### src/rtl/calc_core.sv
// calc_core: calculator control FSM. Assembles decimal operands from key
// tokens, issues chained ALU requests and publishes display updates over
// a valid/ready handshake.
module calc_core #(
    parameter int unsigned WIDTH = 16
) (
    input  logic             clk,
    input  logic             rst,
    input  logic [4:0]       i_data,
    input  logic             i_valid,
    output logic             o_ready,
    output logic             o_alu_valid,
    output logic [1:0]       o_alu_op,
    output logic [WIDTH-1:0] o_alu_a,
    output logic [WIDTH-1:0] o_alu_b,
    input  logic             i_alu_ready,
    input  logic             i_alu_done,
    input  logic [WIDTH-1:0] i_alu_result,
    input  logic             i_alu_err,
    output logic             o_disp_valid,
    output logic [WIDTH-1:0] o_disp_value,
    output logic             o_disp_err,
    input  logic             i_disp_ready
);

    typedef enum logic [2:0] {
        S_ENTER_A,
        S_OP_WAIT,
        S_ENTER_B,
        S_ALU_REQ,
        S_ALU_WAIT,
        S_RESULT,
        S_ERROR
    } state_t;

    // Operand entry runs in a widened domain so the *10+d result never wraps
    // before it is compared against the largest positive value.
    localparam int unsigned EXT_W = WIDTH + 5;
    localparam logic [EXT_W-1:0] MAX_EXT = (EXT_W'(1) << (WIDTH - 1)) - EXT_W'(1);

    state_t           state_q, state_d;
    logic [WIDTH-1:0] acc_a_q, acc_a_d;
    logic [WIDTH-1:0] acc_b_q, acc_b_d;
    logic [1:0]       pend_op_q, pend_op_d;
    logic [1:0]       next_op_q, next_op_d;
    logic             eq_q, eq_d;
    logic             ready_q, ready_d;
    logic             disp_dirty_q, disp_dirty_d;
    logic [WIDTH-1:0] disp_val_q, disp_val_d;
    logic             disp_err_q, disp_err_d;

    logic             tok_fire;
    logic             is_digit, is_ac, is_op, is_eq;
    logic [1:0]       tok_op;
    logic [WIDTH-1:0] digit_w;
    logic [EXT_W-1:0] digit_ext;
    logic [EXT_W-1:0] a_app, b_app;
    logic             a_fits, b_fits;
    logic [WIDTH-1:0] live_val;
    logic             live_err;
    logic             accept_state;

    // Token decode and saturating decimal append for both operands.
    always_comb begin
        tok_fire  = i_valid && ready_q;
        is_digit  = (i_data[4] == 1'b0) && (i_data[3:0] <= 4'd9);
        is_ac     = (i_data == 5'h10);
        is_op     = (i_data >= 5'h11) && (i_data <= 5'h14);
        is_eq     = (i_data == 5'h15);
        tok_op    = i_data[1:0] - 2'd1;
        digit_w   = {{(WIDTH-4){1'b0}}, i_data[3:0]};
        digit_ext = {{(EXT_W-4){1'b0}}, i_data[3:0]};
        a_app     = EXT_W'(acc_a_q) * EXT_W'(10) + digit_ext;
        b_app     = EXT_W'(acc_b_q) * EXT_W'(10) + digit_ext;
        a_fits    = (a_app <= MAX_EXT);
        b_fits    = (b_app <= MAX_EXT);
    end

    // Next-state logic for the control FSM and its operand registers.
    always_comb begin
        state_d   = state_q;
        acc_a_d   = acc_a_q;
        acc_b_d   = acc_b_q;
        pend_op_d = pend_op_q;
        next_op_d = next_op_q;
        eq_d      = eq_q;
        if (tok_fire && is_ac) begin
            acc_a_d   = '0;
            acc_b_d   = '0;
            pend_op_d = '0;
            state_d   = S_ENTER_A;
        end else begin
            case (state_q)
                S_ENTER_A: begin
                    if (tok_fire && is_digit) begin
                        if (a_fits) acc_a_d = a_app[WIDTH-1:0];
                    end else if (tok_fire && is_op) begin
                        pend_op_d = tok_op;
                        state_d   = S_OP_WAIT;
                    end
                end
                S_OP_WAIT: begin
                    if (tok_fire && is_digit) begin
                        acc_b_d = digit_w;
                        state_d = S_ENTER_B;
                    end else if (tok_fire && is_op) begin
                        pend_op_d = tok_op;
                    end
                end
                S_ENTER_B: begin
                    if (tok_fire && is_digit) begin
                        if (b_fits) acc_b_d = b_app[WIDTH-1:0];
                    end else if (tok_fire && is_op) begin
                        next_op_d = tok_op;
                        eq_d      = 1'b0;
                        state_d   = S_ALU_REQ;
                    end else if (tok_fire && is_eq) begin
                        eq_d    = 1'b1;
                        state_d = S_ALU_REQ;
                    end
                end
                S_ALU_REQ: begin
                    if (i_alu_ready) state_d = S_ALU_WAIT;
                end
                S_ALU_WAIT: begin
                    if (i_alu_done) begin
                        if (i_alu_err) begin
                            state_d = S_ERROR;
                        end else begin
                            acc_a_d = i_alu_result;
                            if (eq_q) begin
                                state_d = S_RESULT;
                            end else begin
                                pend_op_d = next_op_q;
                                state_d   = S_OP_WAIT;
                            end
                        end
                    end
                end
                S_RESULT: begin
                    if (tok_fire && is_digit) begin
                        acc_a_d = digit_w;
                        state_d = S_ENTER_A;
                    end else if (tok_fire && is_op) begin
                        pend_op_d = tok_op;
                        state_d   = S_OP_WAIT;
                    end
                end
                S_ERROR: begin
                    state_d = S_ERROR;
                end
                default: begin
                    state_d = S_ENTER_A;
                end
            endcase
        end
    end

    // Display tracking: compare against the next-state view so an update is
    // flagged in the same cycle the registers change; shown value is frozen
    // while an update waits for the driver.
    always_comb begin
        live_val     = (state_d == S_ENTER_B) ? acc_b_d : acc_a_d;
        live_err     = (state_d == S_ERROR);
        disp_val_d   = disp_val_q;
        disp_err_d   = disp_err_q;
        disp_dirty_d = disp_dirty_q;
        if (!(disp_dirty_q && !i_disp_ready)) begin
            if ((live_val != disp_val_q) || (live_err != disp_err_q)) begin
                disp_val_d   = live_val;
                disp_err_d   = live_err;
                disp_dirty_d = 1'b1;
            end else begin
                disp_dirty_d = 1'b0;
            end
        end
        accept_state = (state_d == S_ENTER_A) || (state_d == S_OP_WAIT) ||
                       (state_d == S_ENTER_B) || (state_d == S_RESULT)  ||
                       (state_d == S_ERROR);
        ready_d      = accept_state && !disp_dirty_d && !tok_fire;
    end

    // State and output registers with synchronous reset.
    always_ff @(posedge clk) begin
        if (rst) begin
            state_q      <= S_ENTER_A;
            acc_a_q      <= '0;
            acc_b_q      <= '0;
            pend_op_q    <= '0;
            next_op_q    <= '0;
            eq_q         <= 1'b0;
            ready_q      <= 1'b0;
            disp_dirty_q <= 1'b1;
            disp_val_q   <= '0;
            disp_err_q   <= 1'b0;
        end else begin
            state_q      <= state_d;
            acc_a_q      <= acc_a_d;
            acc_b_q      <= acc_b_d;
            pend_op_q    <= pend_op_d;
            next_op_q    <= next_op_d;
            eq_q         <= eq_d;
            ready_q      <= ready_d;
            disp_dirty_q <= disp_dirty_d;
            disp_val_q   <= disp_val_d;
            disp_err_q   <= disp_err_d;
        end
    end

    assign o_ready      = ready_q;
    assign o_alu_valid  = (state_q == S_ALU_REQ);
    assign o_alu_op     = pend_op_q;
    assign o_alu_a      = acc_a_q;
    assign o_alu_b      = acc_b_q;
    assign o_disp_valid = disp_dirty_q;
    assign o_disp_value = disp_val_q;
    assign o_disp_err   = disp_err_q;

endmodule

### config.mk
export PLATFORM = sky130hd
export DESIGN_NAME = calc_core
export DESIGN_NICKNAME = d
export VERILOG_FILES = /design/src/rtl/calc_core.sv
export SDC_FILE = /design/constraint.sdc
export NUM_CORES = 1
export LEC_CHECK = 0
export CORE_ASPECT_RATIO = 1.5
export CORE_UTILIZATION = 55
export DETAILED_ROUTE_END_ITERATION = 6
export DONT_BUFFER_PORTS = 1
export GPL_TIMING_DRIVEN = 0
export PLACE_DENSITY = 0.7
export RECOVER_POWER = 100
export SETUP_SLACK_MARGIN = 0.5
export SLEW_MARGIN = 10
export SYNTH_ARGS = -nofsm -noshare
export SYNTH_HDL_FRONTEND = slang
export SYNTH_SLANG_ARGS = --single-unit
### constraint.sdc
create_clock -name clk -period 5.8 [get_ports clk]
set_input_delay 1.74 -clock clk [delete_from_list [all_inputs] [get_ports clk]]
set_output_delay 1.74 -clock clk [all_outputs]
set_load 0.005 [all_outputs]
### Word-level counts from Yosys, hierarchy flattened

Cells that the tools add are included.

| storage, ports and cells | value |
|---|---|
| register bits after elaboration | 59 |
| word-level logic and storage cells | 107 |
| bits of input ports | 28 |
| output and inout port bits | 54 |

| operators by class | value |
|---|---|
| bitwise gates (word level) | 4 |
| $add $sub $neg | 3 |
| reduce and logical (&&, ||, !) cells | 28 |
| multiply operators | 2 |
| magnitude comparators | 5 |
| eq/ne operators | 19 |
| multiplexer cells | 36 |

Operators by type and width:

| kind | number |
|---|---|
| $mux W16 | 11 |
| $pmux W16 S3 | 1 |
| $add A20 B4 Y21 | 2 |
| $le A21 B15 Y1 const B | 2 |
| $mul A16 B3 Y19 const B | 2 |
| $mux W3 | 12 |
| $pmux W16 S2 | 1 |
| $pmux W3 S7 | 1 |
| $ne A16 B16 Y1 | 1 |
| $eq A3 B3 Y1 const B | 5 |
| $eq A5 B5 Y1 const B | 2 |
| $logic_and A1 B1 Y1 | 10 |
| $mux W2 | 5 |
| $eq A3 B2 Y1 const B | 3 |
| $ne A2 B2 Y1 const B | 4 |
| $reduce_and A4 Y1 | 2 |
| $eq A3 B1 Y1 const B | 2 |
| $logic_not A3 Y1 | 2 |
| $reduce_and A6 Y1 | 1 |
| $ge A5 B5 Y1 const B | 1 |
| $le A5 B5 Y1 const B | 1 |
| $logic_or A1 B1 Y1 | 5 |
| $le A4 B4 Y1 const B | 1 |
| $mux W1 | 4 |
| other kinds (10) | 16 |

### Logic depth before layout (Yosys ltp)

| depth | value |
|---|---|
| word-level depth | 16 |
| gate-level depth with buffers | 19 |
| mapped depth without buffers | 16 |

### Least setup slack after synthesis

No wires, ideal clock.

| path | value |
|---|---|
| path type | input to register |
| start | input port i_data[1] |
| end | register disp_val_q[3] (netlist: o_disp_value[3]) |
| setup slack | 0.341 ns |
| buffers on the path | 1 |
| library setup time | 0.121 ns |
| arrival | 5.338 ns |
| cell stages on the path | 16 |
| data required time | 5.679 ns |
| path through | ha_1 fa_1 and2_1 o2111ai_1 inv_1 and4_1 and3_4 a2111oi_4 o21ai_1 a221oi_2 o221a_2 o221ai_2 nor4_4 a31oi_1 buf_6 mux2_4 |

| between the ends | value |
|---|---|
| longest elaborated chain between the ends | 12 |
| elaborated cells on any way between the ends | 41 |

Ends and longest elaborated chain:

| what | line | RTL |
|---|---|---|
| from (decl) | 9 | `input logic [4:0] i_data,` |
| parallel branches: the longest is 12 deep, another holds $add A20 B4 Y21 | n/a |  |
| to (signal assigned) | 205 | `disp_val_q <= disp_val_d;` |
| to (decl) | 49 | `logic [WIDTH-1:0] disp_val_q, disp_val_d;` |

Parallel ways; which one is timed is not known.
A chain may end at the register's enable or synchronous reset.

### Worst setup path in the final report

| path | value |
|---|---|
| start | register acc_a_q[3] (netlist: o_alu_a[3]) |
| end | register disp_val_q[5] (netlist: o_disp_value[5]) |

| between the ends | value |
|---|---|
| longest elaborated chain between the ends | 11 |
| elaborated cells on any way between the ends | 14 |

Ends and longest elaborated chain:

| what | line | RTL |
|---|---|---|
| from (decl) | 42 | `logic [WIDTH-1:0] acc_a_q, acc_a_d;` |
| from (signal assigned) | 187 | `acc_a_q <= '0;` |
| from (signal assigned) | 198 | `acc_a_q <= acc_a_d;` |
| $mul A16 B3 Y19 | 73 | `a_app = EXT_W'(acc_a_q) * EXT_W'(10) + digit_ext;` |
| $add A20 B4 Y21 | 73 |  |
| $le A21 B15 Y1 | 75 | `a_fits = (a_app <= MAX_EXT);` |
| $mux W16 | 96 | `if (a_fits) acc_a_d = a_app[WIDTH-1:0];` |
| $mux W16 | 95 | `if (tok_fire && is_digit) begin` |
| $pmux W16 S3 * | 93 | `case (state_q)` |
| $mux W16 * | 87 | `if (tok_fire && is_ac) begin` |
| $mux W16 * | 163 | `live_val = (state_d == S_ENTER_B) ? acc_b_d : acc_a_d;` |
| $ne A16 B16 Y1 | 169 | `if ((live_val != disp_val_q) \|\| (live_err != disp_err_q)) begin` |
| $logic_or A1 B1 Y1 | 169 |  |
| $reduce_and A2 Y1 (no source line) | n/a |  |

Every way passes the cells marked *; elsewhere a longest branch is shown, timed or not.

==> run metrics <==
outcome finished, final reports clean; number of levels in the clock H-tree 3; die area about 13,000 sq um; start-to-end type of the worst setup path register to register; PnR Total Power 1.30 mW; first-pass GRT wire length approximately 39 mm; worst-case clock skew 7.08 ps; clock transition at the register clock pins on the worst setup and hold paths after CTS 60 ps; number of max-cap violations 0; number of flops mapped to enable cells by yosys 0; setup_tns 0 ps; total buffers and inverters traversed by the critical path 3; DR vias/cell around 7.0; unrepaired setup endpoints after global routing true; Final Hold Vio Count 0; synthesized instance count approximately 890; Vert. Die Dim 141 um; number of clock sinks roughly 60; start point of the critical path o_alu_a[3]; data required time at the worst endpoint 6020 ps; final slew viol count 0; power per cell area around 160 nW/um^2; worst hold slack after final layout 508 ps; number of buffers added on ports 0; number of clock buffers inserted by TritonCTS 9; CP Cell Sequence ha_1 > ha_1 > fa_1 > a211oi_4 > o211ai_1 > a311oi_2 > xor2_1 > nand2_2 > or4b_1 > buf_2 > a211oi_1 > a311oi_2 > o211ai_2 > xor2_1 > a211oi_2 > buf_4 > a31oi_4 > buf_6 > mux2_4; Cell Count Post-Placement 1,049; delay of the slowest cell on the worst path about 560 ps; total of hold buffers inserted after clock tree synthesis 0; final antenna diode count 0; path length in cells of the critical path 19; core box area ~13,000 sq um; combinational power share roughly 22%; FF+latch area between 1000 and 1500 sq um; final-layout fill cell count 1,099; worst hold path cell count 2; sort of element at the end of the critical path register; number of detailed-routing iterations run before antenna repair 5; synth warn 0; Critical Path AT 5620 ps; crit-path max FO 8; family of cells with the greatest summed delay on the critical path compound AO/OA/AOI/OAI gates; post-layout worst setup margin a little under 400 ps; Post-route DRC 0; root buf cell clkbuf_16; max frequency 0.185 GHz; flip-flop and latch count after synthesis a little under 60; number of non-filler instances in the completed layout roughly 1,100; minimum clock period 5400 ps; CP max-delay cell dfxtp_1; post-synth cell types around 110; sequential area share after synthesis approximately 17%; Rows 50; startpoint of the lowest-slack register-to-register path o_alu_a[3]; startpoint of the worst hold path next_op_q[0]; Skew-Pair Late Insertion Delay 330 ps; worst slew slack as a fraction of its limit between 10 and 15%; I/O pin cnt just over 80; P_leak around 3.5 nW; Register-to-Register Path Depth 19; share of cells above drive strength 1 20.0%; post-placement worst setup slack -694 ps; average size of a mapped cell 7.90 sq um; Final setup violation count 0; vias after detailed routing 7,756; commonest non-fill, non-tap cell in the layout nand2_1; via count of the first global-routing pass approximately 7,600; number of buffers on the longest clock path 2; synthesized netlist net count 990; cell area after synthesis slightly above 7000 sq um; share of synthesized registers carrying an async set or reset 0%; pin count of the biggest net entering global routing 12; 1st-iter DRT viols 555; layout-stage area growth over the synthesis result 18.2%; Avg WL per Cell about 23 um; Final Routed Wirelength about 26 mm; Post-DRT Antenna Nets 0; startpoint type of the worst setup path register; internal power ~940 uW; CTS tree built; measured slew at the worst slew-check pin 1300 ps; final clock period utilization by the worst path between 90% and 100%; Detailed Place HPWL 19.5 mm; power share of the sequential group about a third; worst min-delay path category register to register; GRT Util Overall 38.1%; reported net switching power around 360 uW; total grt overflow 0; most frequent cells in the layout nand2_1 (92), nor2_1 (87), ha_1 (63); initial antenna violation count 0; placer congestion estimate 0.964; Final #Nets approximately 1,000; Die Wd about 94 um; switching fraction of total power roughly 28%; clock power share between 40% and 50%; initial standard-cell utilization of the core a little under three fifths; worst vdd ir between 0.1 and 0.15 mV; multi-input combinational cell area roughly 6000 sq um; Main synth FF type dfxtp_1
## stage by stage
stage / instance area [sq um] / util, %
6_report: 8340 / 66.7
5_1_grt: 8340 / 66.7
4_1_cts: 7980 / 63.8
3_5_place_dp: 7310 / 58.4
3_3_place_gp: 7310 / 58.4
2_1_floorplan: 7110 / -
## final timing paths
kind	end	slack [ps]
max	o_disp_value[5]	400
min	next_op_q[0]	510
max reg2reg	o_disp_value[5]	400
min reg2reg	next_op_q[0]	510
## repair_timing
item | CTS | global route
endpoints found under the setup margin | 15 | 15
gates resized for setup | 40 | 46
pin swaps | 14 | 25
setup buffers | 21 | 21
## area by class of cell
| class | count | area share, % |
|---|---|---|
| clock inverters | 4 | 0.900 |
| multi-input cells | 773 | 71.9 |
| inverters | 23 | 1.06 |
| flip-flops and latches | 59 | 14.2 |
| repair buffers | 42 | 4.23 |
| plain buffers | 38 | 2.55 |
| well taps | 156 | 2.34 |
| clock buffers | 11 | 2.91 |
## metal layers
metal	vias up	share of wire, %	track usage, %
met2	422	51	70.4
met5	-	0	0
met4	0	7.4	25.8
met3	122	6.4	6.80
li1	3519	-	-
met1	3693	35	37.5
## flip-flops by register name, summed over array words and instances (netlist names)
| signal | count |
|---|---|
| o_alu_b | 16 |
| o_disp_value | 16 |
| o_disp_err | 1 |
| o_disp_valid | 1 |
| eq_q | 1 |
| o_alu_op | 2 |
| o_ready | 1 |
| o_alu_a | 16 |
| state_q | 3 |
| next_op_q | 2 |
## synth_stat cells, types with 7 or more instances
cell type  number  area, sq um
mux2i_1        21          210
a211o_1        10         87.6
nor2_1         91          342
buf_2          12         60.1
xnor2_1        23          201
nor2b_1         9         56.3
inv_1          22         82.6
a21o_1         18          135
nand2b_1        7         43.8
a211oi_1       13         97.6
ha_1           65          813
a31oi_1        11         68.8
nor4_1          8         50.1
a221oi_1        7         61.3
o2111ai_1      10         87.6
o21ai_0        34          170
a21oi_1        52          260
and3_1         16          100
xor2_1         17          149
and2_1         11         68.8
a22oi_1         7         52.6
o211ai_1       13         97.6
nand3_1        29          145
nor3_1         26          130
nand2_1        93          349
clkbuf_1       20         75.1
nand4_1        13         81.3
o211a_1         8         80.1
dfxtp_1        59         1180
o22ai_1         9         56.3
## worst register-to-register path: cells and delay by family, from the launching register on
kind,cells,cell delay (ps)
adder cells (fa/ha/maj),3,1010
buffers and inverters,3,560
AO/OA/AOI/OAI,8,1780
flip-flops,1,560
AND/OR/NAND/NOR,2,640
XOR/XNOR,2,450
multiplexers,1,310
## power groups by stage
stage	registers (mW)	clock network, mW	logic [mW]
finish	0.434	0.575	0.291
global route	0.435	0.595	0.304
CTS	0.434	0.575	0.247
detailed placement	0.442	0	0.203
global placement	0.441	0	0.199
floorplan	0.436	0	0.155
## cell families (layout without fill, tap and decap cells)
kind of cell	count (synthesis)	count (layout)	share of synthesized area, %
AND/OR/NAND/NOR	353	353	26.3
AO/OA/AOI/OAI	280	280	30.7
adder cells (fa/ha/maj)	69	69	12.7
buffers and inverters	61	118	3.74
flip-flops	59	59	16.7
XOR/XNOR	41	41	5.19
multiplexers	30	30	4.73
(Power assumes the default switching activity.)
